$ cat config.mk
export PLATFORM = sky130hd
export DESIGN_NAME = periph_bus_master_flat
export DESIGN_NICKNAME = d
export VERILOG_FILES = /design/src/rtl/periph_bus_master_if.sv /design/src/rtl/periph_bus_master.sv /design/src/flat_wrapper.sv
export SDC_FILE = /design/constraint.sdc
export NUM_CORES = 1
export LEC_CHECK = 0
export ABC_AREA = 1
export CORE_ASPECT_RATIO = 0.75
export CORE_UTILIZATION = 30
export CTS_CLUSTER_DIAMETER = 60
export DETAILED_ROUTE_END_ITERATION = 7
export PLACE_DENSITY = 0.6
export SYNTH_ARGS = -nofsm -noshare
export SYNTH_HDL_FRONTEND = slang
export SYNTH_SLANG_ARGS = --single-unit
$ cat constraint.sdc
create_clock -name clk -period 1.93 [get_ports clk]
set_clock_uncertainty 0.15 [all_clocks]
set_input_delay 0.2895 -clock clk [delete_from_list [all_inputs] [get_ports clk]]
set_output_delay 0.2895 -clock clk [all_outputs]
set_load 0.01 [all_outputs]
$ cat src/rtl/periph_bus_master_if.sv
// Core request/response handshake plus the peripheral register port of periph_bus_master.
// The master modport is the bus master's view; the slave modport is the view of whatever surrounds it.
interface periph_bus_master_if #(
  parameter int AW = 32,
  parameter int DW = 32
);
  logic          req_valid;
  logic          req_ready;
  logic [1:0]    req_op;
  logic [AW-1:0] req_addr;
  logic [DW-1:0] req_wdata;
  logic [DW-1:0] req_mask;

  logic          rsp_valid;
  logic          rsp_ready;
  logic [DW-1:0] rsp_rdata;
  logic          rsp_err;

  logic          p_we;
  logic [AW-1:0] p_addr;
  logic [DW-1:0] p_wdata;
  logic [DW-1:0] p_rdata;

  modport master (
    input  req_valid, req_op, req_addr, req_wdata, req_mask, rsp_ready, p_rdata,
    output req_ready, rsp_valid, rsp_rdata, rsp_err, p_we, p_addr, p_wdata
  );

  modport slave (
    output req_valid, req_op, req_addr, req_wdata, req_mask, rsp_ready, p_rdata,
    input  req_ready, rsp_valid, rsp_rdata, rsp_err, p_we, p_addr, p_wdata
  );
endinterface

$ cat src/rtl/periph_bus_master.sv
// Single-outstanding bus master: turns core read/write/masked-RMW requests into peripheral register cycles.
// Define PBM_VERIFY_EN to add a read-back VERIFY cycle after every write that flags mismatches in rsp_err.
module periph_bus_master #(
  parameter int AW = 32,
  parameter int DW = 32
) (
  input logic                clk,
  input logic                rst,
  periph_bus_master_if.master bus
);

  localparam logic [2:0] S_IDLE   = 3'd0;
  localparam logic [2:0] S_ACCESS = 3'd1;
  localparam logic [2:0] S_WRITE  = 3'd2;
  localparam logic [2:0] S_RESP   = 3'd3;
`ifdef PBM_VERIFY_EN
  localparam logic [2:0] S_VERIFY = 3'd4;
`endif

  localparam logic [1:0] OP_READ  = 2'b00;
  localparam logic [1:0] OP_WRITE = 2'b01;
  localparam logic [1:0] OP_RMW   = 2'b10;
  localparam logic [1:0] OP_RSVD  = 2'b11;

  logic [2:0]    state_q, state_d;
  logic [1:0]    op_q, op_d;
  logic [DW-1:0] wdata_q, wdata_d;
  logic [DW-1:0] mask_q, mask_d;
  logic          p_we_q, p_we_d;
  logic [AW-1:0] p_addr_q, p_addr_d;
  logic [DW-1:0] p_wdata_q, p_wdata_d;
  logic          rsp_valid_q, rsp_valid_d;
  logic [DW-1:0] rsp_rdata_q, rsp_rdata_d;
  logic          rsp_err_q, rsp_err_d;

  logic [DW-1:0] merged;
`ifdef PBM_VERIFY_EN
  logic [DW-1:0] cmp_mask;
  assign cmp_mask = (op_q == OP_RMW) ? mask_q : '1;
`endif

  // Replace only the masked bits of the value read back during ACCESS.
  assign merged = (bus.p_rdata & ~mask_q) | (wdata_q & mask_q);

  always_comb begin
    // NOTE: every _d defaults to its flop (p_we_d to 0) before the case, so no path can infer a latch.
    state_d     = state_q;
    op_d        = op_q;
    wdata_d     = wdata_q;
    mask_d      = mask_q;
    p_we_d      = 1'b0;
    p_addr_d    = p_addr_q;
    p_wdata_d   = p_wdata_q;
    rsp_valid_d = rsp_valid_q;
    rsp_rdata_d = rsp_rdata_q;
    rsp_err_d   = rsp_err_q;

    case (state_q)
      S_IDLE: begin
        if (bus.req_valid) begin
          op_d    = bus.req_op;
          wdata_d = bus.req_wdata;
          mask_d  = bus.req_mask;
          if (bus.req_op == OP_RSVD) begin
            state_d     = S_RESP;
            rsp_valid_d = 1'b1;
            rsp_rdata_d = '0;
            rsp_err_d   = 1'b1;
          end else begin
            state_d  = S_ACCESS;
            p_addr_d = bus.req_addr;
            if (bus.req_op == OP_WRITE) begin
              p_we_d    = 1'b1;
              p_wdata_d = bus.req_wdata;
            end
          end
        end
      end

      S_ACCESS: begin
        case (op_q)
          OP_READ: begin
            state_d     = S_RESP;
            rsp_valid_d = 1'b1;
            rsp_rdata_d = bus.p_rdata;
            rsp_err_d   = 1'b0;
          end
          OP_WRITE: begin
`ifdef PBM_VERIFY_EN
            state_d     = S_VERIFY;
`else
            state_d     = S_RESP;
            rsp_valid_d = 1'b1;
            rsp_rdata_d = p_wdata_q;
            rsp_err_d   = 1'b0;
`endif
          end
          OP_RMW: begin
            state_d   = S_WRITE;
            p_we_d    = 1'b1;
            p_wdata_d = merged;
          end
          default: state_d = S_IDLE;
        endcase
      end

      S_WRITE: begin
`ifdef PBM_VERIFY_EN
        state_d     = S_VERIFY;
`else
        state_d     = S_RESP;
        rsp_valid_d = 1'b1;
        rsp_rdata_d = p_wdata_q;
        rsp_err_d   = 1'b0;
`endif
      end

`ifdef PBM_VERIFY_EN
      // p_wdata_q still holds the written value; input-mode bits show up as a read-back mismatch.
      S_VERIFY: begin
        state_d     = S_RESP;
        rsp_valid_d = 1'b1;
        rsp_rdata_d = p_wdata_q;
        rsp_err_d   = |((bus.p_rdata ^ p_wdata_q) & cmp_mask);
      end
`endif

      S_RESP: begin
        if (bus.rsp_ready) begin
          state_d     = S_IDLE;
          rsp_valid_d = 1'b0;
        end
      end

      default: state_d = S_IDLE;
    endcase
  end

  always_ff @(posedge clk) begin
    if (!rst) begin
      state_q     <= S_IDLE;
      op_q        <= OP_READ;
      wdata_q     <= '0;
      mask_q      <= '0;
      p_we_q      <= 1'b0;
      p_addr_q    <= '0;
      p_wdata_q   <= '0;
      rsp_valid_q <= 1'b0;
      rsp_rdata_q <= '0;
      rsp_err_q   <= 1'b0;
    end else begin
      state_q     <= state_d;
      op_q        <= op_d;
      wdata_q     <= wdata_d;
      mask_q      <= mask_d;
      p_we_q      <= p_we_d;
      p_addr_q    <= p_addr_d;
      p_wdata_q   <= p_wdata_d;
      rsp_valid_q <= rsp_valid_d;
      rsp_rdata_q <= rsp_rdata_d;
      rsp_err_q   <= rsp_err_d;
    end
  end

  assign bus.req_ready = (state_q == S_IDLE);
  assign bus.p_we      = p_we_q;
  assign bus.p_addr    = p_addr_q;
  assign bus.p_wdata   = p_wdata_q;
  assign bus.rsp_valid = rsp_valid_q;
  assign bus.rsp_rdata = rsp_rdata_q;
  assign bus.rsp_err   = rsp_err_q;

endmodule

$ cat src/flat_wrapper.sv
// flat-port wrapper written by rule: the top's interface ports become plain ports
module periph_bus_master_flat 
#(
  parameter int AW = 32,
  parameter int DW = 32
)
  (clk, rst, bus_req_valid, bus_req_op, bus_req_addr, bus_req_wdata, bus_req_mask, bus_rsp_ready, bus_p_rdata, bus_req_ready, bus_rsp_valid, bus_rsp_rdata, bus_rsp_err, bus_p_we, bus_p_addr, bus_p_wdata);
  periph_bus_master_if #(.AW(AW), .DW(DW)) bus_i ();
  input logic clk;
  input logic rst;
  input wire logic [$bits(bus_i.req_valid)-1:0] bus_req_valid;
  input wire logic [$bits(bus_i.req_op)-1:0] bus_req_op;
  input wire logic [$bits(bus_i.req_addr)-1:0] bus_req_addr;
  input wire logic [$bits(bus_i.req_wdata)-1:0] bus_req_wdata;
  input wire logic [$bits(bus_i.req_mask)-1:0] bus_req_mask;
  input wire logic [$bits(bus_i.rsp_ready)-1:0] bus_rsp_ready;
  input wire logic [$bits(bus_i.p_rdata)-1:0] bus_p_rdata;
  output wire logic [$bits(bus_i.req_ready)-1:0] bus_req_ready;
  output wire logic [$bits(bus_i.rsp_valid)-1:0] bus_rsp_valid;
  output wire logic [$bits(bus_i.rsp_rdata)-1:0] bus_rsp_rdata;
  output wire logic [$bits(bus_i.rsp_err)-1:0] bus_rsp_err;
  output wire logic [$bits(bus_i.p_we)-1:0] bus_p_we;
  output wire logic [$bits(bus_i.p_addr)-1:0] bus_p_addr;
  output wire logic [$bits(bus_i.p_wdata)-1:0] bus_p_wdata;
  assign bus_i.req_valid = bus_req_valid;
  assign bus_i.req_op = bus_req_op;
  assign bus_i.req_addr = bus_req_addr;
  assign bus_i.req_wdata = bus_req_wdata;
  assign bus_i.req_mask = bus_req_mask;
  assign bus_i.rsp_ready = bus_rsp_ready;
  assign bus_i.p_rdata = bus_p_rdata;
  assign bus_req_ready = bus_i.req_ready;
  assign bus_rsp_valid = bus_i.rsp_valid;
  assign bus_rsp_rdata = bus_i.rsp_rdata;
  assign bus_rsp_err = bus_i.rsp_err;
  assign bus_p_we = bus_i.p_we;
  assign bus_p_addr = bus_i.p_addr;
  assign bus_p_wdata = bus_i.p_wdata;
  periph_bus_master #(.AW(AW), .DW(DW)) u_core (.clk(clk), .rst(rst), .bus(bus_i));
endmodule
==> results of run 1 <==
through the flow:
stage	setup WS, ns	std cells	total power, mW
6_report	0.06130	1638	15.49
5_1_grt	-0.003220	1638	16.62
4_1_cts	0.04100	1630	15.16
3_5_place_dp	-0.01102	1599	11.83
3_3_place_gp	-0.03023	1599	11.74
2_1_floorplan	0.2172	1066	8.862
cell usage in the layout, fill, tap and decap left out:
cell	instances
nor2_4	1
inv_2	5
buf_6	3
nand3_2	2
inv_6	3
buf_4	20
clkinvlp_4	5
nand3_1	4
a21oi_4	1
nor2_1	249
dfxtp_1	166
a21boi_0	22
bufinv_16	1
nand2_2	5
clkinv_2	1
clkbuf_16	20
clkdlybuf4s50_1	231
dlygate4sd2_1	1
ha_4	1
a21oi_2	19
buf_12	14
o21ai_1	3
o21ai_0	134
nor3_4	1
clkbuf_1	2
inv_8	1
dfxtp_2	1
ha_1	3
clkinv_4	1
nor2_2	1
inv_1	54
a21oi_1	40
nand2_1	290
ha_2	2
kinds of logic (layout without fill, tap and decap cells):
kind of cell,after synthesis,in the layout
flops,167,167
simple gates,553,553
compound gates,219,219
buf+inv,121,362
fa+ha+maj,6,6
worst min-delay path: cells and delay by family:
family	cells	cell delay, ns
buffers and inverters	1	0.21
AND/OR/NAND/NOR	2	0.13
sequential cells by signal, summed over array words and instances, names as in the netlist:
| name | cells |
|---|---|
| u_core.bus.rsp_valid | 1 |
| u_core.bus.rsp_rdata | 32 |
| u_core.mask_q | 32 |
| u_core.bus.rsp_err | 1 |
| u_core.bus.p_we | 1 |
| u_core.bus.p_addr | 32 |
| u_core.state_q | 2 |
| u_core.bus.p_wdata | 32 |
| u_core.wdata_q | 32 |
| u_core.op_q | 2 |
layer usage:
metal	track usage [%]	vias to the layer above	share of wire, %
met2	27.12	197	41
met4	3.828	0	0.73
met3	5.287	11	6.7
met1	26.45	3240	51
met5	0	-	0
li1	-	3791	-
worst max-delay path by stage:
stage,to,cells past startpoint,slack (ns)
2_1_floorplan,u_core.bus.p_wdata[23]$_SDFFE_PN0P_,9,0.22
3_3_place_gp,u_core.bus.p_wdata[14]$_SDFFE_PN0P_,9,-0.03
3_5_place_dp,u_core.bus.rsp_rdata[26]$_SDFFE_PN0P_,8,-0.01
4_1_cts,bus_p_wdata[31],1,0.04
5_1_grt,u_core.bus.p_wdata[19]$_SDFFE_PN0P_,10,-0.003
6_report,bus_p_wdata[31],1,0.06
what timing repair did:
item,4_1_cts,5_1_grt
gates resized for setup,4,5
pin swaps,0,2
endpoints found under the setup margin,1,48
setup buffers,0,4
cloned,0,4
where the power goes:
group / switching (mW) / internal [mW] / leakage (nW) / total [mW]
Sequential: 0.671 / 4.45 / 1.37 / 5.12
Clock: 1.50 / 1.79 / 0.254 / 3.29
Combinational: 3.87 / 3.22 / 2.80 / 7.09
Total: 6.03 / 9.46 / 4.43 / 15.5
final cells by class:
cell class,instances,share of cell area [%]
multi-input combinational,778,31.85
sequential,167,30.83
timing repair buffer,272,26.37
clock buffer,19,3.991
tap,331,3.818
inverter,59,2.042
clock inverter,12,1.096
==> out/results.tsv, run 1 <==
metric	value	unit
status	completed	
ys_ff_latch	167	
routed_wirelength	23820	um
grt_pass1_wl	36080	um
rows	49	
antenna_found_initial	0	
multi_input_area	0.003455	mm2
path_clk_slew	0.07	ns
r2r_end	u_core.bus.p_wdata[28]$_SDFFE_PN0P_	
yosysTopAreaCell	dfxtp_1	
ant_nets	0	
p_per_area	1428	mW/mm2
yosysSeqAreaShare	45.59	%
cts_max_path_buffers	2	
ir_worst_vdd	0.8576	mV
synth_warnings	0	
ff_latch_area	0.003344	mm2
cts_root_buf	clkbuf_16	
hp-class	input pin to register	
r2r_slack	0.10	ns
cts-buffers-inserted	17	
drt_pre_antenna_iters	5	
syn-cell-area	0.007333	mm2
grt_pass1_vias	6719	
hold_end	u_core.bus.p_wdata[0]$_SDFFE_PN0P_	
hold_violations	0	
cp.required	1.49	ns
first_iter_violations	441	
via_per_inst	4.419	
fin_area	0.01085	mm2
ios	234	
crit_family	buffers and inverters	
slowest_stage	clkdlybuf4s50_1	
synth_top_family_by_area	simple AND/OR/NAND/NOR gates	
crit_buf_inv	1	
fill_cells	2424	
power_leakage	4.428	nW
die_area	0.02508	mm2
core_area	0.02397	mm2
clkSinkCount	167	
max_stage_delay	0.63	ns
r2r_start	u_core.state_q[0]$_SDFFE_PN0P_	
wl_per_cell	14.54	um
hold_path_startpoint	rst	
holdWs	0.1204	ns
die_x	182.5	um
setup_tns	0	ns
via_count	7239	
synth_nets	1206	
synth_edf_count	0	
grt_max_degree	43	
layout-drive-gt1-share	8.263	%
ctsHoldBuffers	0	
synth_xor_area_share	0	%
grt_remaining_overflow	0	
clock_latency	0.43	ns
r2r_cells	10	
finalCritPeriodShare	96.82	%
synth_top_cell_area_share	45.59	%
setup_viol	0	
cp-start-kind	register	
crit_start	u_core.bus.p_wdata[31]$_SDFFE_PN0P_	
cts_tree	built	
max_freq	535.1	MHz
synth_common_cells	291 x nand2_1, 249 x nor2_1, 167 x dfxtp_1, 134 x o21ai_0, 56 x inv_1	
fin_crit	1.869	ns
yosysMostFrequentCell	nand2_1	
grt_usage	18.42	%
postSynthAreaPerCell	6.879	um2
dieHeight	137.4	um
yosys-top-cells-area	dfxtp_1 46%, nand2_1 15%, nor2_1 13%	
maxSlewViolCount	0	
nets	1435	
synth_flop_cell	dfxtp_1	
netlist_instances	1066	
globalplace.congestion	0.8513	
syn2layout_area_growth	47.91	%
synth-async-reset-ratio	0	%
port_buffers	233	
cp-end-kind	output pin	
crit_type	register to output pin	
slew_headroom	67.91	%
dp_hpwl	16130	um
drv_cap	0	
worstPathMaxFanout	3	
placedInstanceArea	0.01014	mm2
htreeDepth	4	
yosys.area_share.simple	28.92	%
synth_mux_area_share	0	%
hold_depth	3	
fin_util	45.25	%
worst_pin_slew	0.4764	ns
start_util	30.59	%
drc	0	
synth_cell_types	25	
crit_chain	clkdlybuf4s50_1	
insertedDiodeCount	0	
synthAdderAreaFrac	1.024	%
arrival	1.43	ns
synth_compound_area_share	16.82	%
Power figures use the tool's default switching activity.
==> inputs of run 2 (changes only) <==
Settings changed: CTS_CLUSTER_SIZE set to 25.
==> results of run 2 <==
Same layout as run 1: the final DEF is identical, and so are final timing and power.
